`src/rtl/poly2mono_pkg.sv`:
```
// Shared types for the polyphonic-to-monophonic note priority block.
package poly2mono_pkg;

  typedef enum logic [1:0] {
    PRIO_LAST,
    PRIO_HIGH,
    PRIO_LOW
  } prio_mode_t;

  typedef logic [6:0] note_t;
  typedef logic [6:0] vel_t;

  typedef struct packed {
    note_t note;
    vel_t  vel;
  } entry_t;

endpackage

```
`src/rtl/note_stack.sv`:
```
// Held-note stack, oldest at index 0 and newest at count-1, with a serial search port.
// Full-stack policy: POLY2MONO_STEAL_EN evicts the oldest note, otherwise the new note is dropped.
module note_stack
  import poly2mono_pkg::*;
#(
  parameter int unsigned DEPTH = 16
) (
  input  logic                       clk,
  input  logic                       reset_n,
  input  logic                       search_clr_i,
  input  logic                       search_en_i,
  input  logic [$clog2(DEPTH)-1:0]   idx_i,
  input  note_t                      key_i,
  input  logic                       update_en_i,
  input  logic                       note_on_i,
  input  entry_t                     new_entry_i,
  output entry_t                     rd_entry_o,
  output logic [$clog2(DEPTH+1)-1:0] count_o
);

  localparam int unsigned IW = $clog2(DEPTH);
  localparam int unsigned CW = $clog2(DEPTH + 1);

  entry_t        stack_q [DEPTH];
  entry_t        stack_d [DEPTH];
  logic [CW-1:0] count_q, count_d;
  logic          hit_q;
  logic [IW-1:0] hit_idx_q;
  logic          full, remove, append, in_use;
  logic [IW-1:0] rm_idx, app_idx;

  always_comb begin
    full   = (count_q == CW'(DEPTH));
    in_use = (CW'(idx_i) < count_q);
`ifdef POLY2MONO_STEAL_EN
    remove = hit_q | (note_on_i & full);
    append = note_on_i;
`else
    remove = hit_q;
    append = note_on_i & (hit_q | ~full);
`endif
    // With no hit, a removal can only be the eviction of the oldest entry.
    rm_idx  = hit_q ? hit_idx_q : '0;
    app_idx = IW'(count_q - CW'(remove));
    count_d = count_q + CW'(append) - CW'(remove);
    for (int i = 0; i < int'(DEPTH); i++) stack_d[i] = stack_q[i];
    for (int i = 0; i < int'(DEPTH) - 1; i++) begin
      if (remove && i >= int'(rm_idx)) stack_d[i] = stack_q[i + 1];
    end
    if (append) stack_d[app_idx] = new_entry_i;
  end

  always_ff @(posedge clk or negedge reset_n) begin
    if (!reset_n) begin
      for (int i = 0; i < int'(DEPTH); i++) stack_q[i] <= '0;
      count_q   <= '0;
      hit_q     <= 1'b0;
      hit_idx_q <= '0;
    end else begin
      if (search_clr_i) begin
        hit_q     <= 1'b0;
        hit_idx_q <= '0;
      end else if (search_en_i && !hit_q && in_use && stack_q[idx_i].note == key_i) begin
        hit_q     <= 1'b1;
        hit_idx_q <= idx_i;
      end
      if (update_en_i) begin
        for (int i = 0; i < int'(DEPTH); i++) stack_q[i] <= stack_d[i];
        count_q <= count_d;
      end
    end
  end

  assign rd_entry_o = stack_q[idx_i];
  assign count_o    = count_q;

endmodule

```
`src/rtl/poly2mono_prio.sv`:
```
// Poly-to-mono note priority: event handshake FSM, priority selection and registered outputs.
// Full-stack behaviour is set by POLY2MONO_STEAL_EN inside note_stack.
module poly2mono_prio
  import poly2mono_pkg::*;
#(
  parameter int unsigned DEPTH = 16,
  parameter prio_mode_t  MODE  = PRIO_LAST
) (
  input  logic                       clk,
  input  logic                       reset_n,
  input  logic                       valid_in,
  output logic                       ready,
  input  logic                       note_on_in,
  input  logic [6:0]                 note_num_in,
  input  logic [6:0]                 velocity_in,
  output logic                       note_on_out,
  output logic [6:0]                 note_num_out,
  output logic [6:0]                 velocity_out,
  output logic                       trig_out,
  output logic [$clog2(DEPTH+1)-1:0] count_out
);

  localparam int unsigned IW = $clog2(DEPTH);
  localparam int unsigned CW = $clog2(DEPTH + 1);
  localparam logic [IW:0] ScanLast = (IW + 1)'(DEPTH - 1);
  localparam logic [IW:0] ScanEnd  = (IW + 1)'(DEPTH);
  localparam logic [IW:0] CntOne   = (IW + 1)'(1);

  typedef enum logic [1:0] {StIdle, StSearch, StUpdate, StSelect} state_t;

  state_t        state_q;
  logic [IW:0]   cnt_q;
  logic          ev_on_q;
  note_t         ev_note_q;
  vel_t          ev_vel_q;
  entry_t        best_q;
  logic          best_vld_q;
  logic          ready_q, on_q, trig_q;
  note_t         note_q;
  vel_t          vel_q;

  entry_t        rd_entry, new_entry;
  logic [CW-1:0] count;
  logic          search_clr, search_en, update_en, take;

  assign search_clr = (state_q == StIdle) && valid_in;
  assign search_en  = (state_q == StSearch);
  assign update_en  = (state_q == StUpdate);
  assign new_entry  = '{note: ev_note_q, vel: ev_vel_q};

  note_stack #(
    .DEPTH (DEPTH)
  ) u_note_stack (
    .clk          (clk),
    .reset_n      (reset_n),
    .search_clr_i (search_clr),
    .search_en_i  (search_en),
    .idx_i        (cnt_q[IW-1:0]),
    .key_i        (ev_note_q),
    .update_en_i  (update_en),
    .note_on_i    (ev_on_q),
    .new_entry_i  (new_entry),
    .rd_entry_o   (rd_entry),
    .count_o      (count)
  );

  // Scan runs oldest to newest, so for PRIO_LAST the final in-range entry wins.
  always_comb begin
    case (MODE)
      PRIO_HIGH: take = !best_vld_q || (rd_entry.note > best_q.note);
      PRIO_LOW:  take = !best_vld_q || (rd_entry.note < best_q.note);
      default:   take = 1'b1;
    endcase
    take = take && (32'(cnt_q) < 32'(count));
  end

  always_ff @(posedge clk or negedge reset_n) begin
    if (!reset_n) begin
      state_q    <= StIdle;
      cnt_q      <= '0;
      ev_on_q    <= 1'b0;
      ev_note_q  <= '0;
      ev_vel_q   <= '0;
      best_q     <= '0;
      best_vld_q <= 1'b0;
      ready_q    <= 1'b1;
      on_q       <= 1'b0;
      note_q     <= '0;
      vel_q      <= '0;
      trig_q     <= 1'b0;
    end else begin
      trig_q <= 1'b0;
      unique case (state_q)
        StIdle: begin
          if (valid_in) begin
            ev_on_q   <= note_on_in && (velocity_in != '0);
            ev_note_q <= note_num_in;
            ev_vel_q  <= velocity_in;
            cnt_q     <= '0;
            ready_q   <= 1'b0;
            state_q   <= StSearch;
          end
        end
        StSearch: begin
          if (cnt_q == ScanLast) begin
            cnt_q   <= '0;
            state_q <= StUpdate;
          end else begin
            cnt_q <= cnt_q + CntOne;
          end
        end
        StUpdate: begin
          best_vld_q <= 1'b0;
          state_q    <= StSelect;
        end
        StSelect: begin
          if (cnt_q == ScanEnd) begin
            if (count == '0) begin
              on_q  <= 1'b0;
              vel_q <= '0;
            end else begin
              on_q   <= 1'b1;
              note_q <= best_q.note;
              vel_q  <= best_q.vel;
              trig_q <= !on_q || (best_q.note != note_q);
            end
            ready_q <= 1'b1;
            state_q <= StIdle;
          end else begin
            if (take) begin
              best_q     <= rd_entry;
              best_vld_q <= 1'b1;
            end
            cnt_q <= cnt_q + CntOne;
          end
        end
        default: state_q <= StIdle;
      endcase
    end
  end

  assign ready        = ready_q;
  assign note_on_out  = on_q;
  assign note_num_out = note_q;
  assign velocity_out = vel_q;
  assign trig_out     = trig_q;
  assign count_out    = count;

endmodule
```
`config.mk`:
```
export PLATFORM = sky130hd
export DESIGN_NAME = poly2mono_prio
export DESIGN_NICKNAME = d
export VERILOG_FILES = /design/src/rtl/poly2mono_pkg.sv /design/src/rtl/note_stack.sv /design/src/rtl/poly2mono_prio.sv
export SDC_FILE = /design/constraint.sdc
export NUM_CORES = 1
export LEC_CHECK = 0
export CAP_MARGIN = 30
export CORE_ASPECT_RATIO = 2
export CORE_UTILIZATION = 40
export DETAILED_ROUTE_END_ITERATION = 7
export PLACE_DENSITY = 0.57
export SYNTH_ARGS = -nofsm -noshare
export SYNTH_HDL_FRONTEND = slang
export SYNTH_SLANG_ARGS = --single-unit
```
`constraint.sdc`:
```
create_clock -name clk -period 8.75 [get_ports clk]
set_clock_uncertainty 0.2 [all_clocks]
set_input_delay 1.75 -clock clk [delete_from_list [all_inputs] [get_ports clk]]
set_output_delay 1.75 -clock clk [all_outputs]
set_load 0.02 [all_outputs]
```
Word-level counts from Yosys, hierarchy flattened
Cells that the tools add are included.
{"block": "word_totals", "register_bits": 287, "input_bits": 18, "output_inout_bits": 22, "wordCells": 171}
{"block": "classes", "addsub": 4, "n_lt_le_gt_ge": 20, "eq_ne": 12, "muxes": 43, "n_bitwise": 7, "reduce_logical": 38}
{"operator": "14-bit two-way mux", "count": 18}
{"operator": "224-bit bitwise mux", "count": 1}
{"operator": "224-bit two-way mux", "count": 1}
{"operator": "14-bit binary-select mux with 4-bit select", "count": 1}
{"operator": "14-bit demux with 4-bit select", "count": 1}
{"operator": "4-bit greater-or-equal comparator (first input constant)", "count": 7}
{"operator": "1-bit logical AND", "count": 21}
{"operator": "3-bit by 4-bit greater-or-equal comparator with 1-bit output (first input constant)", "count": 4}
{"operator": "5-bit two-way mux", "count": 3}
{"operator": "5-bit case mux with 3 select lines", "count": 1}
{"operator": "3-bit AND reduction", "count": 5}
{"operator": "4-bit two-way mux", "count": 3}
{"operator": "5-bit == test (second input constant)", "count": 2}
{"operator": "5-bit greater-or-equal comparator (second input constant)", "count": 2}
{"operator": "4-bit inverter with 5-bit output", "count": 2}
{"operator": "1-bit by 4-bit greater-or-equal comparator with 1-bit output (first input constant)", "count": 2}
{"operator": "2-bit by 4-bit greater-or-equal comparator with 1-bit output (first input constant)", "count": 2}
{"operator": "1-bit two-way mux", "count": 8}
{"operator": "2-bit != test (second input constant)", "count": 4}
{"operator": "2-bit case mux with 4 select lines", "count": 1}
{"operator": "7-bit == test", "count": 1}
{"operator": "7-bit two-way mux", "count": 1}
{"operator": "7-bit != test", "count": 1}
{"operator": "7-bit nonzero test", "count": 1}
{"operator": "22 further kinds", "count": 31}

Logic depth before layout (Yosys ltp)
Gate-level depths: netlist of the first run.
{"block": "logic_depth", "depth_word": 8, "ltp_mapped": 14, "ltp_nobuf": 14}

Hierarchy
A second synthesis of the first run with hierarchy kept.
{"block": "hier_totals", "cells_unflattened": 1474, "hier_area_um2": 15080.7}
{"module": "note_stack", "n_inst": 1, "cells_per_inst": 1295, "area_each_um2": 12598.3, "seq_area_each_um2": 5855.6}
{"module": "poly2mono_prio", "n_inst": 1, "cells_per_inst": 179, "area_each_um2": 2482.4, "seq_area_each_um2": 1327.5}

Least setup slack after synthesis of the first run
OpenSTA, ideal clock, no wires.
{"block": "synth_timing", "path_kind": "reg2reg", "startpoint": "register u_note_stack.count_q[2] (netlist: u_note_stack.count_o[2])", "endpoint": "register u_note_stack.stack_q[17] (netlist name)", "setup_time_ns": 0.121, "arrival_ns": 2.703, "required_time_ns": 8.429, "setup_slack_ns": 5.726, "path_stages_with_launch": 12, "n_path_buf": 2, "synth_period_minus_slack_ns": 3.024, "path_cell_list": "dfrtp_1 > inv_1 > ha_1 > nor2b_1 > or3_1 > and2_1 > buf_6 > nor3_2 > nand2b_1 > nand2_1 > clkbuf_1 > a22o_1"}
{"block": "synth_via", "elab_chain_len": 8, "elab_cells_between_ends": 13, "cone_classes": "add/sub (1); order compare (2); eq/ne (1); mux (4); bitwise (4); reduce/logical (1)"}
{"element": "start: declaration", "line": "note_stack.sv:26", "text": "logic [CW-1:0] count_q, count_d;"}
{"element": "start signal: assignment", "line": "note_stack.sv:69", "text": "count_q <= count_d;"}
{"element": "4-bit by 1-bit subtractor with 4-bit output", "line": "note_stack.sv:44", "text": "app_idx = IW'(count_q - CW'(remove));"}
{"element": "4-bit inverter with 5-bit output (implied by the code)", "line": "note_stack.sv:50", "text": "if (append) stack_d[app_idx] = new_entry_i;"}
{"element": "5-bit greater-or-equal comparator (implied by the code) / 5-bit by 1-bit less-than comparator with 1-bit output (equally long branches)", "line": "note_stack.sv:50"}
{"element": "1-bit logical AND (implied by the code)", "line": "note_stack.sv:50"}
{"element": "14-bit two-way mux (implied by the code)", "line": "note_stack.sv:50"}
{"element": "14-bit demux with 4-bit select", "line": "note_stack.sv:50"}
{"element": "224-bit bitwise mux", "line": "note_stack.sv:50"}
{"element": "224-bit two-way mux (*)", "line": "note_stack.sv:50"}
Every way passes the cells marked *; elsewhere a longest branch is shown, timed or not.
A chain may end at the register's enable or synchronous reset.

==> key figures, run 1 <==
Outcome
  • Status: finished clean

STA
  • Slew Viols, Final: 0
  • Final setup fails: 0
  • Fmax: 246 MHz
  • Final worst-path cycle share: 0.465
  • RSZ-0062 raised after global routing: no
  • Max-Slew Margin vs Limit: 0.312
  • Final hold slack: 0.294 ns
  • Final Hold Fails: 0
  • Actual slew at the worst max-slew pin: 1.03 ns
  • Final min period: 4.07 ns
  • Setup Total Neg Slack: 0 ns

Clocking
  • Post-CTS Hold Fix Bufs: 0
  • CTS root buffer: clkbuf_16
  • Clock Sinks: 287
  • Clock slew at reported path FFs: 0.07 ns
  • Post-CTS Resized: 0
  • Clk buf depth: 3
  • Clock Latency Late Sink: 0.57 ns
  • CTS tree: yes
  • Setup Fix Bufs, Post-CTS: 0
  • TritonCTS buffer count: 27
  • H-tree Lvls: 1

GRT
  • Vias in the first global route: 12215
  • Antenna violations before repair: 1
  • First-pass GRT wire length: 73.9 mm
  • GRT overflow: 0
  • Pin count of the biggest net entering global routing: 134
  • Total GRT Usage: 0.247

Finish
  • Final Net Count: 1438
  • Antenna diodes: 0
  • Fill count: 3456
  • Final Instance Area: 16900 um2
  • Synthesis-to-finish area growth: 11.4%
  • Layout cells sized above 1: 0.147

Die
  • I/O pin count: 40
  • Die height: 278 um
  • Horiz. Die Dim: 140 um
  • Core Region: 37300 um2
  • Row cnt: 100
  • Initial Util: 0.407
  • Area of the die: 38800 um2

Route
  • Vias: 11834
  • DRT iter0 DRCs: 955
  • Drt drc: 0
  • Met2 Wirelength: 25.5 mm
  • Avg WL per Cell: 25.0 um
  • Uppermost layer routed: met5
  • DRT Wirelength: 46.9 mm
  • ANT nets after route: 0
  • Via density: 6.31
  • M1 WL: 17.0 mm
  • Met3 routed WL: 1.93 mm
  • 1st-pass router iterations: 5

Hold path
  • HP Class: register to register

Yosys
  • XOR/XNOR share of the synthesized area: 0.0154
  • Area share of fa/ha/maj cells after synthesis: 0.0203
  • Syn Inst Count: 1430
  • Most frequent cell after synthesis: dfrtp_1
  • Number of synthesized flops with an enable pin: 0
  • Simple-gate area share of the yosys netlist: 0.0882
  • Post-synth top flop: dfrtp_1
  • Main combinational cell family by area after synthesis: compound AO/OA/AOI/OAI gates
  • Ranking of synthesized cells by area: dfrtp_1 47%, a22o_1 8.5%, mux4_2 6.4%, o22ai_1 5.8%, a21oi_1 5.1%
  • Fraction of registers with async set/reset: 1.00
  • Yosys warns: 0
  • Synth Area in Compound Gates: 0.219
  • Synth top area share: 0.471
  • Synth cell types: 64
  • Syn_area_per_cell: 10.6 um2
  • Mux cell area share after synthesis: 0.135
  • Yosys reg bits: 287
  • Top post-synthesis cells by count: 286 x dfrtp_1, 168 x nor2_1, 155 x a21oi_1
  • Register area share after synthesis: 0.473
  • Post-synth top area cell: dfrtp_1
  • Post-Syn Area: 15200 um2
  • Post-Syn Nets: 1472

Critical path
  • Nature of the critical path startpoint: register
  • Worst path required time: 8.99 ns
  • Crit path from: state_q[0]
  • Worst R2R Start: state_q[0]
  • R2r setup slk: 4.68 ns
  • Endpoint class of the critical path: register
  • CP arrival: 4.31 ns
  • R2R depth: 5
  • Worst-path fanout max: 92
  • Crit path kind: register to register

Placement
  • PortBufs: 39
  • Dpl hpwl: 32.6 mm
  • Placer Congestion: 0.890
  • Cell Area, Placed: 15900 um2

Pwr
  • Combinational Power Share: 0.391
  • Pleak: 7.45 nW
  • Switch share: 0.402
  • Psw: 2.40 mW
  • Clock group share of total power: 0.229
  • Power per cell area: 353 nW/um2
  • Pint: 3.57 mW
  • Peak supply drop: 0.136 mV
  • Sequential power share: 0.380

Job
  • Max-cap violations: 0
## state kept, by name, summed over array words and instances (netlist names), named ones only
signal / count
u_note_stack.stack_q: 210
best_q: 14
ev_note_q: 7
ev_vel_q: 7
note_num_out: 7
velocity_out: 7
cnt_q: 5
u_note_stack.count_o: 5
u_note_stack.hit_idx_q: 4
state_q: 2
ev_on_q: 1
note_on_out: 1
ready: 1
trig_out: 1
u_note_stack.hit_q: 1
## cell families (layout without fill, tap and decap cells)
kind of cell,after synthesis,after routing
buffers and inverters,165,152
muxes,129,129
xor gates and xnor gates,25,25
and+or+nand+nor,308,308
AOI/OAI and AO/OA,492,492
adders and majority gates,24,24
DFF,287,287
## routing by layer
metal | vias to the layer above | GRT usage
met2 | 417 | 0.461
met3 | 135 | 0.0269
met5 | - | 0
met4 | 2 | 0.137
met1 | 6028 | 0.270
li1 | 5252 | -
## cells in the final DEF (no fill, tap or decap), drive strengths merged, types with 18 or more instances in the layout
cell           count
nand3             19
buf               38
inv               25
dfrtp            286
a22o             147
o22ai            141
clkbuf            37
nor2             169
nand2             73
mux2              51
mux2i             25
ha                23
o21ai             18
clkdlybuf4s50     38
mux4              53
a21oi            155
## area by class of cell
cell class	count	area, um2	share of cell area
Timing Repair Buffer	76	736	0.0435
Clock inverter	13	233	0.0138
Clock buffer	37	803	0.0475
Multi-Input combinational cell	978	7290	0.431
Sequential cell	287	7190	0.425
Tap cell	459	574	0.0339
Inverter	26	97.6	0.00577
## worst max-delay path, stage by stage (launching register included)
cell and delay [ns]:
dfrtp_1 0.41, inv_1 0.17, ha_4 0.62, buf_4 0.88, nand3_1 1.01, mux2_2 0.58
## through the flow
step	util	setup WS, ns	std cells	total power, mW
after floorplan	-	5.73	1430	3.85
after global placement	0.422	4.37	1815	4.53
after detailed placement	0.426	4.74	1826	4.60
after CTS	0.454	4.70	1876	5.98
after global routing	0.454	4.43	1876	6.29
final	0.454	4.68	1876	5.97
## worst min path at each step
stage / start / end / slack, ns / depth (start not counted)
floorplan: best_q[0] / velocity_out[0] / 0.26 / 1
global placement: best_q[2] / velocity_out[2] / 0.27 / 1
detailed placement: best_q[5] / velocity_out[5] / 0.28 / 1
CTS: best_q[5] / velocity_out[5] / 0.30 / 1
global route: velocity_out[1] / velocity_out[1] / 0.33 / 1
finish: best_q[2] / velocity_out[2] / 0.29 / 1
## power by group through the flow
stage | combinational [mW] | clock (mW) | sequential [mW]
finish | 2.34 | 1.37 | 2.27
floorplan | 1.84 | 0 | 2.01
CTS | 2.33 | 1.40 | 2.25
detailed placement | 2.32 | 0 | 2.28
global route | 2.53 | 1.44 | 2.32
global placement | 2.27 | 0 | 2.26
(Power assumes the default switching activity.)
==> inputs of run 2 (changes only) <==
--- a/config.mk
+++ b/config.mk
@@ -9,7 +9,7 @@
 export CORE_ASPECT_RATIO = 2
 export CORE_UTILIZATION = 40
 export DETAILED_ROUTE_END_ITERATION = 7
-export PLACE_DENSITY = 0.57
+export PLACE_DENSITY = 0.59
 export SYNTH_ARGS = -nofsm -noshare
 export SYNTH_HDL_FRONTEND = slang
 export SYNTH_SLANG_ARGS = --single-unit
==> constraint.sdc (replaced) <==
create_clock -name clk -period 3.5 [get_ports clk]
set_clock_uncertainty 0.2 [all_clocks]
set_input_delay 0.7 -clock clk [delete_from_list [all_inputs] [get_ports clk]]
set_output_delay 0.7 -clock clk [all_outputs]
set_load 0.02 [all_outputs]
==> key figures, run 2 (same netlist as run 1, synthesis figures left out) <==
Outcome
  • Status: finished clean

Critical path
  • Worst path required time: 3.78 ns
  • Crit path kind: register to register
  • Endpoint class of the critical path: register
  • Nature of the critical path startpoint: register
  • CP arrival: 3.63 ns
  • Worst-path fanout max: 25

STA
  • Final setup fails: 0
  • RSZ-0062 raised after global routing: no
  • Final worst slack: 0.148 ns
  • Final Hold Fails: 0
  • Final min period: 3.35 ns
  • Final worst-path cycle share: 0.958
  • Setup Total Neg Slack: 0 ns
  • Fmax: 298 MHz
  • Max-Slew Margin vs Limit: 0.392
  • Slew Viols, Final: 0
  • Actual slew at the worst max-slew pin: 0.913 ns

Clocking
  • CTS tree: yes
  • Clk buf depth: 3
  • H-tree Lvls: 1
  • Clock slew at reported path FFs: 0.07 ns
  • CTS root buffer: clkbuf_16
  • Setup Fix Bufs, Post-CTS: 0
  • Clock Latency Late Sink: 0.56 ns
  • Clock Sinks: 287
  • TritonCTS buffer count: 26

Finish
  • Max reg flops: 210
  • Antenna diodes: 0
  • Most frequent cells in the layout: 283 x dfrtp_1, 168 x nor2_1, 155 x a21oi_1, 147 x a22o_1, 141 x o22ai_1
  • Most common cell after layout, fill and taps aside: dfrtp_1
  • Fill count: 3404
  • Final Net Count: 1473
  • Regs by FF count: u_note_stack.stack_q: 210 flops, best_q: 14 flops
  • Layout cells sized above 1: 0.164
  • Biggest register: u_note_stack.stack_q
  • Synthesis-to-finish area growth: 12.5%

Pwr
  • Pleak: 7.56 nW
  • Peak supply drop: 0.357 mV
  • Power per cell area: 864 nW/um2
  • Total Power: 14.8 mW

Die
  • Row cnt: 100
  • Core Region: 37300 um2
  • Area of the die: 38800 um2
  • Die height: 278 um
  • Horiz. Die Dim: 140 um
  • Initial Util: 0.407
  • I/O pin count: 40

Route
  • Via density: 6.27
  • Drt drc: 0
  • DRT iter0 DRCs: 954
  • DRT Wirelength: 46.1 mm
  • Vias: 11978
  • Avg WL per Cell: 24.1 um
  • ANT nets after route: 0
  • 1st-pass router iterations: 5

GRT
  • First-pass GRT wire length: 72.4 mm
  • Antenna violations before repair: 1
  • GRT overflow: 0
  • Total GRT Usage: 0.242
  • Pin count of the biggest net entering global routing: 89
  • Vias in the first global route: 12456

Placement
  • PortBufs: 39
  • Pre-CTS setup slack: 0.186 ns
  • Placer Congestion: 0.904
  • Dpl hpwl: 33.4 mm

Hold path
  • HP Class: register to register

Job
  • Max-cap violations: 0
run 2: final timing paths:
check / startpoint / endpoint / slack (ns) / cells past startpoint
worst min register to register: best_q[2] / velocity_out[2] / 0.29 / 1
worst min-delay path: best_q[2] / velocity_out[2] / 0.29 / 1
min in group asynchronous: reset_n / u_note_stack.stack_q[27] / 0.51 / 2
worst max-delay path: cnt_q[0] / u_note_stack.hit_idx_q[0] / 0.15 / 7
worst max register to register: cnt_q[0] / u_note_stack.hit_idx_q[0] / 0.15 / 7
max in group asynchronous: reset_n / u_note_stack.stack_q[75] / 1.63 / 3
run 2: layout make-up:
cell class              instances  area (um2)  share of cell area
inverters                      26        97.6             0.00571
multi-input cells             978        7280               0.426
clock inverters                11         173              0.0101
flip-flops and latches        287        7190               0.421
repair buffers                112        1020              0.0597
well taps                     459         574              0.0336
clock buffers                  36         758              0.0444
run 2: routing by layer:
layer  vias to the layer above  share of wire  track usage
met4                         0          0.049        0.132
met2                       411           0.55        0.458
met1                      6113           0.36        0.260
met3                       130          0.038       0.0245
met5                         -              0            0
li1                       5324              -            -
run 2: timing repair:
item / in CTS / in global routing
endpoints found under the hold margin: 71 / 0
gates resized for setup: 0 / 2
hold buffers: 1 / 0
setup endpoints to repair: 0 / 7
run 2: power breakdown:
| part | switching, mW | leakage [nW] | total, mW | internal [mW] |
|---|---|---|---|---|
| registers | 1.47 | 3.84 | 5.85 | 4.38 |
| logic | 3.15 | 3.26 | 5.77 | 2.63 |
| clock network | 1.34 | 0.458 | 3.15 | 1.82 |
run 2: critical path, stage by stage, from the launching register on:
cell and delay [ns]:
dfrtp_4 0.70, mux4_1 0.65, xor2_1 0.16, o41ai_1 0.50, o31ai_1 0.16, buf_4 0.15
and4bb_1 0.51, mux2i_1 0.23
run 2: metrics by stage:
stage	cell area, um2	utilization	hold slack, ns	std cells
after CTS	17100	0.458	0.298	1909
final	17100	0.458	0.293	1909
after floorplan	15200	-	0.204	1430
after detailed placement	16100	0.433	0.283	1861
after global placement	16100	0.433	0.278	1861
after global routing	17100	0.458	0.327	1909
==> inputs of run 3 (changes only) <==
--- a/config.mk
+++ b/config.mk
@@ -6,10 +6,12 @@
 export NUM_CORES = 1
 export LEC_CHECK = 0
 export CAP_MARGIN = 30
+export CELL_PAD_IN_SITES_DETAIL_PLACEMENT = 0
+export CELL_PAD_IN_SITES_GLOBAL_PLACEMENT = 1
 export CORE_ASPECT_RATIO = 2
 export CORE_UTILIZATION = 40
 export DETAILED_ROUTE_END_ITERATION = 7
-export PLACE_DENSITY = 0.59
+export PLACE_DENSITY = 0.7
 export SYNTH_ARGS = -nofsm -noshare
 export SYNTH_HDL_FRONTEND = slang
 export SYNTH_SLANG_ARGS = --single-unit
==> key figures, run 3 (same netlist as run 1, synthesis figures left out) <==
Outcome
  • Status: finished clean

Critical path
  • Nature of the critical path startpoint: register
  • Crit path kind: register to register
  • Crit path from: cnt_q[0]
  • Worst-path fanout max: 25
  • R2r setup slk: 0.20 ns
  • Endpoint class of the critical path: register
  • Worst path required time: 3.78 ns
  • Worst R2R Start: cnt_q[0]
  • CP arrival: 3.58 ns

Pwr
  • Sequential power share: 0.388
  • Combinational Power Share: 0.396
  • Switch share: 0.401
  • Power per cell area: 868 nW/um2
  • Pint: 8.94 mW
  • Peak supply drop: 0.295 mV
  • Psw: 5.98 mW
  • Clock group share of total power: 0.215
  • Pleak: 7.61 nW

Die
  • Initial Util: 0.407
  • Horiz. Die Dim: 140 um
  • Row cnt: 100
  • Core Region: 37300 um2
  • Area of the die: 38800 um2
  • Die height: 278 um
  • I/O pin count: 40

Finish
  • Most common cell after layout, fill and taps aside: dfrtp_1
  • Biggest register: u_note_stack.stack_q
  • Max reg flops: 210
  • Synthesis-to-finish area growth: 13.1%
  • Regs by FF count: u_note_stack.stack_q: 210 flops, best_q: 14 flops
  • Most frequent cells in the layout: 283 x dfrtp_1, 168 x nor2_1, 155 x a21oi_1, 147 x a22o_1, 141 x o22ai_1
  • Final Net Count: 1484
  • Antenna diodes: 0
  • Layout cells sized above 1: 0.166

Route
  • Drt drc: 0
  • Via density: 6.23
  • Vias: 11961
  • ANT nets after route: 0
  • DRT Wirelength: 47.4 mm
  • DRT iter0 DRCs: 1091
  • Avg WL per Cell: 24.7 um
  • 1st-pass router iterations: 5

Hold path
  • Hold Crit Start: velocity_out[1]
  • HP Class: register to register

STA
  • Slew Viols, Final: 0
  • Max-Slew Margin vs Limit: 0.438
  • Setup Total Neg Slack: 0 ns
  • Final worst slack: 0.197 ns
  • RSZ-0062 raised after global routing: no
  • Actual slew at the worst max-slew pin: 0.843 ns
  • Final setup fails: 0
  • Final worst-path cycle share: 0.944
  • Final min period: 3.30 ns
  • Fmax: 303 MHz
  • Final Hold Fails: 0

GRT
  • First-pass GRT wire length: 74.1 mm
  • GRT overflow: 0
  • Antenna violations before repair: 1
  • Pin count of the biggest net entering global routing: 97
  • Total GRT Usage: 0.248
  • Vias in the first global route: 12283

Clocking
  • Setup Fix Bufs, Post-CTS: 0
  • Clock Latency Late Sink: 0.55 ns
  • CTS root buffer: clkbuf_16
  • Clock Sinks: 287
  • Clk buf depth: 3
  • H-tree Lvls: 1
  • Clock slew at reported path FFs: 0.06 ns
  • CTS tree: yes
  • Post-CTS Resized: 0
  • TritonCTS buffer count: 27

Placement
  • PortBufs: 39
  • Dpl hpwl: 34.4 mm
  • Placer Congestion: 0.879
  • Pre-CTS setup slack: 0.198 ns

Job
  • Max-cap violations: 0
-- run 3: cell types whose count changed in the layout (fill, tap and decap cells not counted), sizes merged --
cell      delta
inv          +1
clkinvlp     -1
buf         +10
bufinv       +1
clkbuf       +2
clkinv       -3
-- run 3: layer usage --
layer	track usage	share of wire
met5	0	0.00027
met4	0.123	0.049
met3	0.0214	0.037
met2	0.463	0.55
met1	0.279	0.37
-- run 3: worst paths after layout --
check,end,depth (start not counted)
min in group asynchronous,state_q[0],2
min,velocity_out[1],1
min reg2reg,velocity_out[1],1
max reg2reg,u_note_stack.hit_idx_q[0],6
max in group asynchronous,u_note_stack.stack_q[130],3
max,u_note_stack.hit_idx_q[0],6
-- run 3: final cells by class --
cell class / count / area (um2)
fillers: 3431 / 20100
multi-input cells: 978 / 7270
flip-flops and latches: 287 / 7190
repair buffers: 122 / 1100
clock buffers: 38 / 767
well taps: 459 / 574
clock inverters: 9 / 180
inverters: 26 / 97.6
-- run 3: per-stage QoR --
step	cells	hold slack (ns)	power, mW	instance area, um2	utilization
after global routing	1919	0.318	15.7	17200	0.461
after global placement	1871	0.289	11.5	16200	0.435
after detailed placement	1871	0.295	11.7	16200	0.435
final	1919	0.301	14.9	17200	0.461
after CTS	1919	0.310	14.9	17200	0.461
after floorplan	1430	0.204	9.63	15200	-
-- run 3: worst max-delay path: stages (launching register included) --
cell	delay (ns)
dfrtp_4	0.71
mux4_1	0.67
xor2_1	0.16
o41ai_1	0.51
o31ai_1	0.20
and4bb_1	0.53
mux2i_1	0.23
-- run 3: power groups by stage --
stage,clock [mW],sequential [mW],combinational [mW]
after CTS,3.28,5.75,5.91
final,3.21,5.80,5.91
after global placement,0,5.77,5.77
after detailed placement,0,5.80,5.88
after global routing,3.39,5.93,6.43
after floorplan,0,5.03,4.60
-- run 3: timing repair --
action / CTS / global route
endpoints found under the setup margin: 0 / 0
endpoints found under the hold margin: 62 / 0
hold buffers: 1 / 0
